<file path="config.mk">
export PLATFORM = sky130hd
export DESIGN_NAME = carry_skip_adder_pipe_flat
export DESIGN_NICKNAME = d
export VERILOG_FILES = /design/src/rtl/carry_skip_adder_pipe_if.sv /design/src/rtl/carry_skip_adder_pipe.sv /design/src/flat_wrapper.sv
export SDC_FILE = /design/constraint.sdc
export NUM_CORES = 1
export LEC_CHECK = 0
export BUFFER_PORTS_ARGS = -buffer_cell sky130_fd_sc_hd__buf_2
export CELL_PAD_IN_SITES_DETAIL_PLACEMENT = 1
export CELL_PAD_IN_SITES_GLOBAL_PLACEMENT = 1
export CORE_ASPECT_RATIO = 1.25
export CORE_UTILIZATION = 40
export DETAILED_ROUTE_END_ITERATION = 12
export PLACE_DENSITY = 0.7
export RECOVER_POWER = 100
export SYNTH_ARGS = -nofsm -noshare
export SYNTH_HDL_FRONTEND = slang
export SYNTH_SLANG_ARGS = --single-unit
</file>
<file path="constraint.sdc">
create_clock -name clk -period 4.8 [get_ports clk]
set_input_delay 0.72 -clock clk [delete_from_list [all_inputs] [get_ports clk]]
set_output_delay 0.72 -clock clk [all_outputs]
set_load 0.02 [all_outputs]
</file>
<file path="src/rtl/carry_skip_adder_pipe_if.sv">
`default_nettype none
// ============================================================================
//  Module      : carry_skip_adder_pipe_if
//  Description : Operand/result handshake bundle for carry_skip_adder_pipe.
//                slave  = the adder (consumes operands, produces results)
//                master = the environment driving operands / taking results
//  Signals     : in_valid/in_ready, a, b, cin, sub       (operand side)
//                out_valid/out_ready, sum, cout, ovf,
//                skip_mask                               (result side)
//  Revision    : 1.0 - initial release
// ============================================================================
interface carry_skip_adder_pipe_if #(
    parameter int WIDTH = 16,
    parameter int BLOCK = 4
);
    localparam int NBLK = WIDTH / BLOCK;

    logic             in_valid;
    logic             in_ready;
    logic [WIDTH-1:0] a;
    logic [WIDTH-1:0] b;
    logic             cin;
    logic             sub;
    logic             out_valid;
    logic             out_ready;
    logic [WIDTH-1:0] sum;
    logic             cout;
    logic             ovf;
    logic [NBLK-1:0]  skip_mask;

    modport master (
        output in_valid, a, b, cin, sub, out_ready,
        input  in_ready, out_valid, sum, cout, ovf, skip_mask
    );

    modport slave (
        input  in_valid, a, b, cin, sub, out_ready,
        output in_ready, out_valid, sum, cout, ovf, skip_mask
    );
endinterface
`default_nettype wire

</file>
<file path="src/rtl/carry_skip_adder_pipe.sv">
`default_nettype none
// ============================================================================
//  Module      : carry_skip_adder_pipe
//  Description : Pipelined carry-skip adder/subtractor. WIDTH-bit operands are
//                processed BLOCK bits per stage (NBLK = WIDTH/BLOCK stages).
//                Each stage ripples its block, and selects the incoming carry
//                instead of the ripple carry when the whole block propagates.
//                Valid/ready flow control per stage with bubble compression.
//  Ports       : clk        - clock, rising edge
//                rst_n      - asynchronous active-low reset
//                bus        - carry_skip_adder_pipe_if.slave (operands in,
//                             sum/cout/ovf/skip_mask out)
//  Revision    : 1.0 - initial release
// ============================================================================
module carry_skip_adder_pipe #(
    parameter int WIDTH = 16,
    parameter int BLOCK = 4
) (
    input  wire logic                    clk,
    input  wire logic                    rst_n,
    carry_skip_adder_pipe_if.slave       bus
);
    localparam int NBLK = WIDTH / BLOCK;

    // Subtraction: invert b and force the carry-in.
    logic [WIDTH-1:0] w_bp;
    logic             w_c0;
    assign w_bp = bus.sub ? ~bus.b : bus.b;
    assign w_c0 = bus.sub | bus.cin;

    // Per-stage valid bits and the backward ready chain.
    // w_rdy[k] means stage k can load this cycle.
    logic [NBLK-1:0] w_v;
    logic [NBLK:0]   w_rdy;

    always_comb begin
        w_rdy       = '0;
        w_rdy[NBLK] = bus.out_ready;
        for (int k = NBLK - 1; k >= 0; k--) begin
            w_rdy[k] = ~w_v[k] | w_rdy[k+1];
        end
    end

    assign bus.in_ready = w_rdy[0];

    for (genvar k = 0; k < NBLK; k++) begin : g_stage
        localparam int LO = k * BLOCK;     // first bit handled here
        localparam int UW = WIDTH - LO;    // operand bits still to process
        localparam int SW = LO + BLOCK;    // sum bits known after this stage

        // Upstream view: remaining operands, incoming carry, valid.
        logic [UW-1:0]    w_ua;
        logic [UW-1:0]    w_ub;
        logic             w_uc;
        logic             w_uv;
        logic             w_ld;

        logic [BLOCK-1:0] w_bs;
        logic             w_rc;
        logic             w_p;
        logic             w_co;

        logic             r_v;
        logic             r_c;
        logic [SW-1:0]    r_sum;
        logic [k:0]       r_skip;

        always_comb begin : p_ripple
            logic c;
            c    = w_uc;
            w_bs = '0;
            for (int i = 0; i < BLOCK; i++) begin
                w_bs[i] = w_ua[i] ^ w_ub[i] ^ c;
                c       = (w_ua[i] & w_ub[i]) | (c & (w_ua[i] ^ w_ub[i]));
            end
            w_rc = c;
        end

        assign w_p    = &(w_ua[BLOCK-1:0] ^ w_ub[BLOCK-1:0]);
        assign w_co   = w_p ? w_uc : w_rc;
        assign w_ld   = w_rdy[k] & w_uv;
        assign w_v[k] = r_v;

        always_ff @(posedge clk or negedge rst_n) begin
            if (!rst_n) begin
                r_v <= 1'b0;
                r_c <= 1'b0;
            end else begin
                if (w_rdy[k]) begin
                    r_v <= w_uv;
                end
                if (w_ld) begin
                    r_c <= w_co;
                end
            end
        end

        if (k == 0) begin : g_head
            assign w_ua = bus.a;
            assign w_ub = w_bp;
            assign w_uc = w_c0;
            assign w_uv = bus.in_valid;

            always_ff @(posedge clk or negedge rst_n) begin
                if (!rst_n) begin
                    r_sum  <= '0;
                    r_skip <= '0;
                end else if (w_ld) begin
                    r_sum  <= w_bs;
                    r_skip <= w_p;
                end
            end
        end else begin : g_body
            assign w_ua = g_stage[k-1].g_ops.r_a;
            assign w_ub = g_stage[k-1].g_ops.r_b;
            assign w_uc = g_stage[k-1].r_c;
            assign w_uv = g_stage[k-1].r_v;

            // Lower sum bits and skip flags ride along with the beat.
            always_ff @(posedge clk or negedge rst_n) begin
                if (!rst_n) begin
                    r_sum  <= '0;
                    r_skip <= '0;
                end else if (w_ld) begin
                    r_sum  <= {w_bs, g_stage[k-1].r_sum};
                    r_skip <= {w_p, g_stage[k-1].r_skip};
                end
            end
        end

        if (k < NBLK - 1) begin : g_ops
            // Only the not-yet-processed operand bits move forward.
            logic [UW-BLOCK-1:0] r_a;
            logic [UW-BLOCK-1:0] r_b;

            always_ff @(posedge clk or negedge rst_n) begin
                if (!rst_n) begin
                    r_a <= '0;
                    r_b <= '0;
                end else if (w_ld) begin
                    r_a <= w_ua[UW-1:BLOCK];
                    r_b <= w_ub[UW-1:BLOCK];
                end
            end
        end else begin : g_last
            logic r_ovf;

            // Carry into the MSB is recovered as a ^ b' ^ sum at that bit.
            always_ff @(posedge clk or negedge rst_n) begin
                if (!rst_n) begin
                    r_ovf <= 1'b0;
                end else if (w_ld) begin
                    r_ovf <= w_ua[BLOCK-1] ^ w_ub[BLOCK-1] ^ w_bs[BLOCK-1] ^ w_co;
                end
            end

            assign bus.out_valid = r_v;
            assign bus.sum       = r_sum;
            assign bus.cout      = r_c;
            assign bus.ovf       = r_ovf;
            assign bus.skip_mask = r_skip;
        end
    end
endmodule
`default_nettype wire
</file>
<file path="src/flat_wrapper.sv">
// flat-port wrapper written by rule: the top's interface ports become plain ports
module carry_skip_adder_pipe_flat 
#(
    parameter int WIDTH = 16,
    parameter int BLOCK = 4
)
  (clk, rst_n, bus_in_valid, bus_a, bus_b, bus_cin, bus_sub, bus_out_ready, bus_in_ready, bus_out_valid, bus_sum, bus_cout, bus_ovf, bus_skip_mask);
  carry_skip_adder_pipe_if #(.WIDTH(WIDTH), .BLOCK(BLOCK)) bus_i ();
  input  wire logic clk;
  input  wire logic rst_n;
  input wire logic [$bits(bus_i.in_valid)-1:0] bus_in_valid;
  input wire logic [$bits(bus_i.a)-1:0] bus_a;
  input wire logic [$bits(bus_i.b)-1:0] bus_b;
  input wire logic [$bits(bus_i.cin)-1:0] bus_cin;
  input wire logic [$bits(bus_i.sub)-1:0] bus_sub;
  input wire logic [$bits(bus_i.out_ready)-1:0] bus_out_ready;
  output wire logic [$bits(bus_i.in_ready)-1:0] bus_in_ready;
  output wire logic [$bits(bus_i.out_valid)-1:0] bus_out_valid;
  output wire logic [$bits(bus_i.sum)-1:0] bus_sum;
  output wire logic [$bits(bus_i.cout)-1:0] bus_cout;
  output wire logic [$bits(bus_i.ovf)-1:0] bus_ovf;
  output wire logic [$bits(bus_i.skip_mask)-1:0] bus_skip_mask;
  assign bus_i.in_valid = bus_in_valid;
  assign bus_i.a = bus_a;
  assign bus_i.b = bus_b;
  assign bus_i.cin = bus_cin;
  assign bus_i.sub = bus_sub;
  assign bus_i.out_ready = bus_out_ready;
  assign bus_in_ready = bus_i.in_ready;
  assign bus_out_valid = bus_i.out_valid;
  assign bus_sum = bus_i.sum;
  assign bus_cout = bus_i.cout;
  assign bus_ovf = bus_i.ovf;
  assign bus_skip_mask = bus_i.skip_mask;
  carry_skip_adder_pipe #(.WIDTH(WIDTH), .BLOCK(BLOCK)) u_core (.clk(clk), .rst_n(rst_n), .bus(bus_i));
endmodule
</file>
Word-level counts from Yosys, hierarchy flattened
Index checks and enable logic that the tools add are counted.
{"block": "op_classes", "muxes": 5, "n_bitwise": 100, "n_reduce_logical": 4}
{"op": "1-bit AND", "n": 36}
{"op": "1-bit XOR", "n": 34}
{"op": "1-bit OR", "n": 21}
{"op": "16-bit 2-to-1 mux", "n": 1}
{"op": "16-bit inverter", "n": 1}
{"op": "4-bit AND reduction", "n": 4}
{"op": "4-bit XOR", "n": 4}
{"op": "1-bit 2-to-1 mux", "n": 4}
{"op": "1-bit inverter", "n": 4}
{"block": "totals", "reg_bits": 107, "wordCells": 132}

Depth between registers and ports, before layout
Gate-level depths: netlist of the first run.
{"block": "logic_depth", "ltp_word": 12, "mapped_depth": 11}

Worst setup path before layout of the first run
OpenSTA, ideal clock, no wires.
{"block": "synth_path", "path_kind": "input to register", "from": "input bus_sub", "to": "register u_core.g_stage[0].r_sum[3]", "arrival_ps": 3098, "path_slack_ps": 1578, "stages": 10, "path_cell_list": "buf_2 -> buf_2 -> xor2_1 -> fa_1 -> inv_1 -> fa_1 -> fa_1 -> inv_1 -> fa_1 -> mux2_2"}
{"block": "synth_via", "elab_chain_len": 9}
{"element": "start: declaration", "line": "flat_wrapper.sv:15", "text": "input wire logic [$bits(bus_i.sub)-1:0] bus_sub;"}
{"element": "16-bit 2-to-1 mux", "line": "carry_skip_adder_pipe.sv:28", "text": "assign w_bp = bus.sub ? ~bus.b : bus.b;"}
{"element": "1-bit XOR", "line": "carry_skip_adder_pipe.sv:74", "text": "c = (w_ua[i] & w_ub[i]) | (c & (w_ua[i] ^ w_ub[i]));"}
{"element": "1-bit AND", "line": "carry_skip_adder_pipe.sv:74"}
{"element": "1-bit OR", "line": "carry_skip_adder_pipe.sv:74"}
{"element": "1-bit AND", "line": "carry_skip_adder_pipe.sv:74"}
{"element": "1-bit OR", "line": "carry_skip_adder_pipe.sv:74"}
{"element": "1-bit AND", "line": "carry_skip_adder_pipe.sv:74"}
{"element": "1-bit OR", "line": "carry_skip_adder_pipe.sv:74"}
{"element": "1-bit XOR *", "line": "carry_skip_adder_pipe.sv:73", "text": "w_bs[i] = w_ua[i] ^ w_ub[i] ^ c;"}
{"element": "net u_core.g_stage[0].w_bs[3]", "line": "carry_skip_adder_pipe.sv:58", "text": "logic [BLOCK-1:0] w_bs;"}
{"element": "end signal: assignment", "line": "carry_skip_adder_pipe.sv:109", "text": "r_sum <= w_bs;"}
{"element": "end: declaration", "line": "carry_skip_adder_pipe.sv:65", "text": "logic [SW-1:0] r_sum;"}
The timed path passes the listed nets; every way through them passes the cells marked *.
A chain may end at the register's enable or synchronous reset.

Worst setup path after layout of the first run
Same ends and word-level chain as after synthesis.

==> results of run 1 <==
[metal layers]
layer | GRT usage | share of wire | vias to the layer above
li1 | - | - | 1289
met1 | 0.202 | 0.47 | 1337
met2 | 0.243 | 0.48 | 48
met3 | 0.0242 | 0.028 | 12
met4 | 0.0908 | 0.028 | 0
met5 | 0 | 0 | -
[kinds of logic after synthesis]
family          Yosys count  synth area share
fa+ha+maj                32             0.109
xor+xnor                 18            0.0330
buf+inv                  42            0.0382
compound gates           32            0.0359
mux                      76             0.179
flops                   107             0.560
simple gates             47            0.0450
[worst max-delay path: cells and delay by family]
family	cells	cell delay [ns]
fa+ha+maj	4	1.38
xor+xnor	1	0.30
buf+inv	3	0.88
mux	1	0.26
[metrics by stage]
stage,utilization,std cells,cell area (sq um)
finish,0.475,582,5520
global route,0.475,582,5520
CTS,0.480,582,5570
detailed placement,0.451,566,5240
global placement,0.451,566,5240
floorplan,-,354,4780
[final timing paths]
kind                                                     start                        endpoint  slack, ns  cells past startpoint
max in group asynchronous                                rst_n         u_core.bus.skip_mask[0]       1.59                      2
worst max register to register  u_core.g_stage[2].g_ops.r_b[0]                  u_core.bus.ovf       2.14                     10
worst min-delay path                        u_core.bus.sum[12]              u_core.bus.sum[12]       0.48                      2
worst max-delay path                                   bus_sub      u_core.g_stage[0].r_sum[3]       1.48                      9
min in group asynchronous                                rst_n  u_core.g_stage[0].g_ops.r_a[9]       0.87                      1
worst min register to register              u_core.bus.sum[12]              u_core.bus.sum[12]       0.48                      2
[cell usage in the layout, fill, tap and decap left out, drive strengths merged]
cell type / count
clkbuf: 43
mux2i: 1
nand4b: 1
nand3b: 1
xnor2: 11
buf: 34
xor2: 7
mux2: 75
o21ai: 30
nor2: 2
nand2: 32
dfrtp: 107
bufinv: 2
nor2b: 1
clkinvlp: 1
nand4: 4
fa: 16
nand2b: 3
a21oi: 2
inv: 28
or2: 3
ha: 16
clkinv: 1
[flip-flops by register name, summed over array words and instances, names as in the netlist]
signal	flops
u_core.bus.out_valid	1
u_core.bus.cout	1
u_core.g_stage.g_ops.r_a	24
u_core.g_stage.r_sum	24
u_core.g_stage.r_skip	6
u_core.g_stage.r_v	3
u_core.bus.ovf	1
u_core.bus.sum	16
u_core.g_stage.r_c	3
u_core.g_stage.g_ops.r_b	24
u_core.bus.skip_mask	4
[area by class of cell]
type	instances	area (sq um)	share of cell area
Clock inverter	4	72.6	0.0132
Tap cell	161	201	0.0365
Clock buffer	12	256	0.0465
Inverter	28	105	0.0190
Multi-Input combinational cell	205	1920	0.347
Sequential cell	107	2680	0.485
Timing Repair Buffer	65	288	0.0522
[power breakdown]
part / switching [mW] / internal [mW]
Clock: 0.325 / 0.485
Combinational: 0.471 / 0.426
Sequential: 0.188 / 1.21
==> results.py, run 1 <==
metrics = {
    "worst_hold_path": {
        "holdCritPathClass": "reg2reg",
    },
    "timing": {
        "timing_worst_slew_pin_value_ns": 1.89,
        "timing.final.crit_share": 0.692,
        "hold_viol": 0,
        "timing_max_transition_violations_final": 110,
        "min_period_ns": 3.32,
        "setup_tns_ns": 0,
        "setup-violations-final": 0,
        "clock-skew-final_ns": 0.00714,
        "rsz_0062_raised_after_global_routing": "false",
        "post_route_worst_setup_slack_ns": 1.48,
        "timing.slew.headroom": -0.259,
        "fin_hold_ws_ns": 0.477,
        "max_clock_freq_mhz": 301,
    },
    "setup_path": {
        "arrival_time_at_the_worst_endpoint_ns": 3.56,
        "worst_path_most_repeated_cell": "fa_1",
        "worstSetupStartpointType": "input pin",
        "critPathMaxStageDelay_ns": 0.75,
        "timing_worst_setup_path_type": "in2reg",
        "critPathSlowestCell": "clkbuf_1",
        "cp_max_fanout": 17,
        "endpoint_kind": "register",
        "cp.required_ns": 5.04,
        "timing.critical_path.cells": "clkbuf_1, xor2_1, fa_1, inv_1, fa_1, fa_1, inv_1, fa_1, mux2_2",
    },
    "finish": {
        "syn2layout_area_growth_pct": 15.4,
        "layout_cells_sized_above_1": 0.285,
        "num_antenna_cells": 0,
        "fin_nets": 486,
        "layout.filler_cells": 1207,
    },
    "route": {
        "viasPerCell": 4.62,
        "route.detailed.drc": 0,
        "drt_pass1_iterations": 3,
        "ant_nets": 0,
        "average_wire_per_cell_in_the_routed_design_um": 14.5,
        "detailroute.via_count": 2686,
        "initialDrtViolationCount": 96,
        "postRouteWirelength_um": 8410,
    },
    "logic_synthesis": {
        "post-synth-top-count-cell": "dfrtp_1",
        "synth_warnings": 0,
        "ys.flop_type": "dfrtp_1",
        "number_of_nets_in_the_synthesized_netlist": 424,
        "post_synth_inst_count": 354,
        "synthArstFlopShare": 1.00,
        "netlist_area_sq_um": 4780,
        "synthTopCellsByCount": "dfrtp_1, mux2_2, nand2_1, o21ai_0, inv_1",
        "post_synthesis_cell_type_count": 26,
        "synth-edff-count": 0,
        "synth_top_area_share": 0.560,
        "synth.largest_area_cell": "dfrtp_1",
        "synth_seq_cells": 107,
        "ys_seq_area_frac": 0.560,
        "syn-mean-instance-area_sq_um": 13.5,
        "yosys-top-cells-area": "dfrtp_1, mux2_2, fa_1",
    },
    "cts": {
        "cts_setup_buffers": 0,
        "holdBufCountCts": 0,
        "cts-root-buf": "clkbuf_16",
        "cts.sink_count": 107,
        "numCtsBuffers": 9,
        "insertion_delay_to_the_later_sink_of_the_worst_skew_pair_ns": 0.36,
        "cts_tree": "yes",
        "htree_num_levels": 3,
        "postcts_resize_cnt": 0,
        "cts.clk_slew.worst_paths_ns": 0.07,
        "cts.path.max_buffers": 2,
    },
    "flow_run": {
        "timing.max_cap.violations": 2,
    },
    "pwr": {
        "p_total_mw": 3.10,
        "max_vdd_drop_mv": 0.174,
        "pwr_density_cell_nw_per_um2": 562,
        "cellLeakagePower_nw": 2.53,
    },
    "die": {
        "floorplan.initialDensity": 0.411,
        "die-area_sq_um": 12400,
        "core_region_area_sq_um": 11600,
        "floorplan.io_pins": 62,
        "die_extent_in_y_um": 124,
        "die_width_um": 99.8,
        "num_rows": 44,
    },
    "placed_design": {
        "detailed_place_hpwl_um": 5880,
        "place_worst_setup_slack_ns": 1.49,
        "routabilityCongestion": 0.751,
        "placement.io_buffers": 61,
    },
    "global_routing": {
        "global_route.overflow_total": 0,
        "pin_count_of_the_biggest_net_entering_global_routing": 78,
        "track_usage": 0.155,
        "via_count_of_the_first_global_routing_pass": 2945,
        "antenna_found_initial": 0,
        "grt_first_pass_wirelength_um": 14700,
    },
    "status": {
        "violations": "capacitance limit, slew limit",
        "status": "finished, violations left",
    },
}
(Power assumes the default switching activity.)
==> run 2, diff against run 1 <==
- clock period: 4.8 -> 3.16 ns (I/O delays scaled with it)
==> results.py, run 2 (synthesis results as in run 1) <==
metrics = {
    "status": {
        "status": "finished, violations left",
        "violations": "capacitance limit, slew limit",
    },
    "timing": {
        "timing.slew.headroom": -0.147,
        "fin_hold_ws_ns": 0.341,
        "timing_max_transition_violations_final": 32,
        "max_clock_freq_mhz": 383,
        "rsz_0062_raised_after_global_routing": "false",
        "hold_viol": 0,
        "clock-skew-final_ns": 0.00605,
        "timing.final.crit_share": 0.827,
        "min_period_ns": 2.61,
        "timing_worst_slew_pin_value_ns": 1.72,
        "setup-violations-final": 0,
        "setup_tns_ns": 0,
    },
    "die": {
        "die_extent_in_y_um": 124,
        "floorplan.initialDensity": 0.411,
        "die_width_um": 99.8,
        "die-area_sq_um": 12400,
        "floorplan.io_pins": 62,
        "core_region_area_sq_um": 11600,
        "num_rows": 44,
    },
    "finish": {
        "fin_nets": 487,
        "syn2layout_area_growth_pct": 15.1,
        "layout_commonest_cell": "dfrtp_1",
        "num_antenna_cells": 0,
        "final_cell_mix": "dfrtp_1, mux2_2, buf_2",
        "final-seq-area_sq_um": 2680,
        "layout_cells_sized_above_1": 0.296,
        "layout.filler_cells": 1233,
        "largest_registers": "u_core.g_stage.g_ops.r_a (24), u_core.g_stage.g_ops.r_b (24), u_core.g_stage.r_sum (24)",
        "layout.cell_area.non_filler_sq_um": 5500,
        "multi_input_comb_area_sq_um": 1920,
    },
    "pwr": {
        "max_vdd_drop_mv": 0.259,
        "pwr_density_cell_nw_per_um2": 840,
        "cellLeakagePower_nw": 2.53,
    },
    "setup_path": {
        "critPathMaxStageDelay_ns": 0.44,
        "cp.required_ns": 3.37,
        "critPathTopFamily": "adder cells",
        "timing.critical_path.cells": "inv_1, fa_1, inv_1, fa_1, fa_1, inv_1, fa_1, xor2_1, xnor2_1, o21ai_0",
        "worst_path_most_repeated_cell": "fa_1",
        "timing_worst_setup_path_type": "reg2reg",
        "worstSetupStartpointType": "register",
        "cp_max_fanout": 3,
        "arrival_time_at_the_worst_endpoint_ns": 2.82,
        "endpoint_kind": "register",
        "path_buf_inv": 3,
        "critPathSlowestCell": "fa_1",
    },
    "route": {
        "initialDrtViolationCount": 96,
        "viasPerCell": 4.67,
        "route.detailed.drc": 0,
        "postRouteWirelength_um": 8340,
        "detailroute.via_count": 2724,
        "ant_nets": 0,
        "drt_pass1_iterations": 3,
        "average_wire_per_cell_in_the_routed_design_um": 14.3,
    },
    "global_routing": {
        "global_route.overflow_total": 0,
        "grt_first_pass_wirelength_um": 14500,
        "pin_count_of_the_biggest_net_entering_global_routing": 57,
        "antenna_found_initial": 0,
        "track_usage": 0.150,
        "via_count_of_the_first_global_routing_pass": 2900,
    },
    "worst_hold_path": {
        "holdCritPathClass": "in2reg",
    },
    "placed_design": {
        "routabilityCongestion": 0.765,
        "placement.io_buffers": 61,
        "detailed_place_hpwl_um": 6040,
        "place_area_sq_um": 5260,
    },
    "cts": {
        "numCtsBuffers": 9,
        "insertion_delay_to_the_later_sink_of_the_worst_skew_pair_ns": 0.34,
        "cts_tree": "yes",
        "holdBufCountCts": 0,
        "cts.path.max_buffers": 2,
        "cts.sink_count": 107,
        "cts_setup_buffers": 0,
        "htree_num_levels": 3,
        "cts-root-buf": "clkbuf_16",
        "postcts_resize_cnt": 0,
        "cts.clk_slew.worst_paths_ns": 0.07,
    },
    "flow_run": {
        "timing.max_cap.violations": 1,
    },
}
run 2: path summary, 6_finish.rpt:
| path | endpoint | cells past startpoint | startpoint | slack (ns) |
|---|---|---|---|---|
| worst max-delay path | u_core.bus.ovf | 10 | u_core.g_stage[2].g_ops.r_b[0] | 0.55 |
| worst max register to register | u_core.bus.ovf | 10 | u_core.g_stage[2].g_ops.r_b[0] | 0.55 |
| worst min register to register | u_core.g_stage[0].g_ops.r_b[6] | 2 | u_core.g_stage[0].g_ops.r_b[6] | 0.48 |
| max in group asynchronous | u_core.bus.sum[3] | 2 | rst_n | 0.80 |
| worst min-delay path | u_core.g_stage[0].g_ops.r_a[4] | 2 | bus_a[8] | 0.34 |
| min in group asynchronous | u_core.g_stage[2].r_sum[10] | 1 | rst_n | 0.43 |
run 2: layout make-up:
| type | instances | area share |
|---|---|---|
| sequential | 107 | 0.487 |
| multi-input combinational | 205 | 0.348 |
| timing repair buffer | 66 | 0.0543 |
| clock buffer | 10 | 0.0434 |
| tap | 161 | 0.0366 |
| inverter | 28 | 0.0191 |
| clock inverter | 6 | 0.0116 |
run 2: worst register-to-register path, delay by kind of cell, from the launching register on:
kind | cells | cell delay [ns]
AO/OA/AOI/OAI | 1 | 0.08
XOR/XNOR | 2 | 0.30
adder cells (fa/ha/maj) | 4 | 1.46
buffers and inverters | 3 | 0.24
flip-flops | 1 | 0.40
run 2: routing by layer:
layer	vias up	global-route usage	wire length (um)
li1	1292	-	-
met1	1378	0.193	3820
met2	45	0.248	4170
met3	9	0.0287	224
met4	0	0.0597	127
met5	-	0	0
run 2: stage by stage:
step                 util  setup slack (ns)  total power, mW  std cells
floorplan               -             0.184             3.10        354
global placement    0.453             0.423             3.50        567
detailed placement  0.453             0.347             3.61        567
CTS                 0.479             0.535             4.75        583
global route        0.474             0.283             4.95        583
finish              0.474             0.547             4.62        583
run 2: where the power goes:
| part | internal (mW) | switching (mW) | total (mW) |
|---|---|---|---|
| Sequential | 1.83 | 0.287 | 2.12 |
| Clock | 0.636 | 0.488 | 1.12 |
| Combinational | 0.652 | 0.724 | 1.38 |
==> run 3, diff against run 2 <==
- clock period: 3.16 -> 2.55 ns (I/O delays scaled with it)
==> results.py, run 3 (synthesis results as in run 1) <==
metrics = {
    "status": {
        "status": "finished clean",
    },
    "pwr": {
        "power.share.combinational": 0.308,
        "max_vdd_drop_mv": 0.380,
        "fraction_of_power_consumed_by_the_clock_network": 0.237,
        "pwr_density_cell_nw_per_um2": 1040,
        "power.share.sequential": 0.455,
        "power.switching_mw": 1.86,
        "cellLeakagePower_nw": 2.56,
        "power.switching_fraction": 0.323,
        "internal_power_mw": 3.91,
    },
    "finish": {
        "finalNonFillerCells": 589,
        "num_antenna_cells": 0,
        "fin_nets": 493,
        "syn2layout_area_growth_pct": 16.5,
        "layout_cells_sized_above_1": 0.332,
        "layout.cell_area.non_filler_sq_um": 5570,
        "largest_registers": "u_core.g_stage.g_ops.r_a (24), u_core.g_stage.g_ops.r_b (24), u_core.g_stage.r_sum (24)",
        "layout.filler_cells": 1242,
        "final_cell_mix": "dfrtp_1, mux2_2, buf_2",
        "layout_commonest_cell": "dfrtp_1",
    },
    "cts": {
        "cts-root-buf": "clkbuf_16",
        "numCtsBuffers": 9,
        "insertion_delay_to_the_later_sink_of_the_worst_skew_pair_ns": 0.34,
        "htree_num_levels": 3,
        "cts.path.max_buffers": 2,
        "cts_tree": "yes",
        "cts.clk_slew.worst_paths_ns": 0.07,
        "holdBufCountCts": 0,
        "cts.sink_count": 107,
    },
    "placed_design": {
        "dpl.cell_count": 572,
        "routabilityCongestion": 0.756,
        "place_area_sq_um": 5330,
        "placement.io_buffers": 61,
        "detailed_place_hpwl_um": 6230,
    },
    "timing": {
        "timing.slew.headroom": 0.114,
        "timing.final.crit_share": 0.947,
        "clock-skew-final_ns": 0.00449,
        "min_period_ns": 2.41,
        "max_clock_freq_mhz": 414,
        "fin_hold_ws_ns": 0.253,
        "timing_max_transition_violations_final": 0,
        "setup-violations-final": 0,
        "rsz_0062_raised_after_global_routing": "false",
        "timing_worst_slew_pin_value_ns": 1.33,
        "hold_viol": 0,
    },
    "die": {
        "die_extent_in_y_um": 124,
        "core_region_area_sq_um": 11600,
        "floorplan.io_pins": 62,
        "floorplan.initialDensity": 0.411,
        "die-area_sq_um": 12400,
        "die_width_um": 99.8,
        "num_rows": 44,
    },
    "setup_path": {
        "r2r_slack_ns": 0.14,
        "cp.required_ns": 2.76,
        "critPathTopFamily": "adder cells",
        "worstSetupStartpointType": "register",
        "endpoint_kind": "register",
        "cp_max_fanout": 2,
        "r2r-start": "u_core.g_stage[2].r_c",
        "arrival_time_at_the_worst_endpoint_ns": 2.63,
        "critPathSlowestCell": "fa_1",
        "ff2ff_path_depth": 10,
        "path_buf_inv": 3,
        "reg2reg_end": "u_core.bus.ovf",
        "critPathMaxStageDelay_ns": 0.43,
        "critical_path.startpoint": "u_core.g_stage[2].r_c",
        "timing_worst_setup_path_type": "reg2reg",
        "timing.critical_path.cells": "inv_2, fa_1, inv_1, fa_2, fa_2, inv_2, fa_1, xor2_1, xnor2_1, o21ai_1",
    },
    "route": {
        "initialDrtViolationCount": 52,
        "detailroute.via_count": 2721,
        "postRouteWirelength_um": 8570,
        "drt_pass1_iterations": 3,
        "top_layer": "met4",
        "routed-wl-met2_um": 4400,
        "route.detailed.drc": 0,
        "average_wire_per_cell_in_the_routed_design_um": 14.6,
        "detailroute.wirelength.met3_um": 222,
        "routedLengthMet1_um": 3810,
        "ant_nets": 0,
        "viasPerCell": 4.62,
    },
    "global_routing": {
        "global_route.overflow_total": 0,
        "pin_count_of_the_biggest_net_entering_global_routing": 55,
        "via_count_of_the_first_global_routing_pass": 2919,
        "grt_first_pass_wirelength_um": 14600,
        "antenna_found_initial": 0,
        "track_usage": 0.154,
    },
    "worst_hold_path": {
        "min_from": "bus_a[10]",
        "holdCritPathClass": "in2reg",
        "hold-path-cell-count": 2,
        "worst_hold_path.endpoint": "u_core.g_stage[0].g_ops.r_a[6]",
    },
    "flow_run": {
        "timing.max_cap.violations": 0,
    },
}
==> run 3: cell type report <==
cell class	instances	area, sq um	share of cell area
clock inverter	5	52.6	0.00944
clock buffer	11	243	0.0436
inverter	28	105	0.0189
timing repair buffer	72	344	0.0618
tap	161	201	0.0362
sequential	107	2680	0.481
multi-input combinational	205	1950	0.349
==> run 3: what timing repair did <==
item,4_1_cts,5_1_grt
resized for setup,4,3
pin swaps,3,5
setup endpoints to repair,1,1
setup buffers,0,1
==> run 3: per-layer routing <==
| layer | up-vias | GRT usage |
|---|---|---|
| li1 | 1298 | - |
| met1 | 1370 | 0.204 |
| met2 | 45 | 0.254 |
| met3 | 8 | 0.0225 |
| met4 | 0 | 0.0631 |
| met5 | - | 0 |
==> run 3: how the worst max path moves through the flow <==
| stage | slack [ns] | end | cells after the start |
|---|---|---|---|
| after global placement | 0.02 | u_core.bus.ovf | 10 |
| after floorplan | 0.03 | u_core.g_stage[0].r_sum[3] | 10 |
| after detailed placement | -0.06 | u_core.bus.ovf | 10 |
| after global routing | 0.01 | u_core.bus.ovf | 10 |
| final | 0.14 | u_core.bus.ovf | 10 |
| after CTS | 0.02 | u_core.bus.ovf | 10 |
==> run 3: power by group through the flow <==
stage	Sequential [mW]	Clock (mW)	Combinational, mW
finish	2.63	1.37	1.78
global route	2.72	1.45	2.02
CTS	2.64	1.40	1.85
detailed placement	2.66	0	1.83
global placement	2.62	0	1.75
floorplan	2.75	0	1.10
==> run 3: stage by stage <==
stage                     total power, mW  utilization  TNS [ns]  setup slack [ns]
final                                5.77        0.479         0             0.135
after CTS                            5.89        0.484         0            0.0217
after global placement               4.37        0.458         0            0.0199
after detailed placement             4.49        0.458    -0.113           -0.0648
after global routing                 6.19        0.479         0            0.0134
after floorplan                      3.85            -         0            0.0309
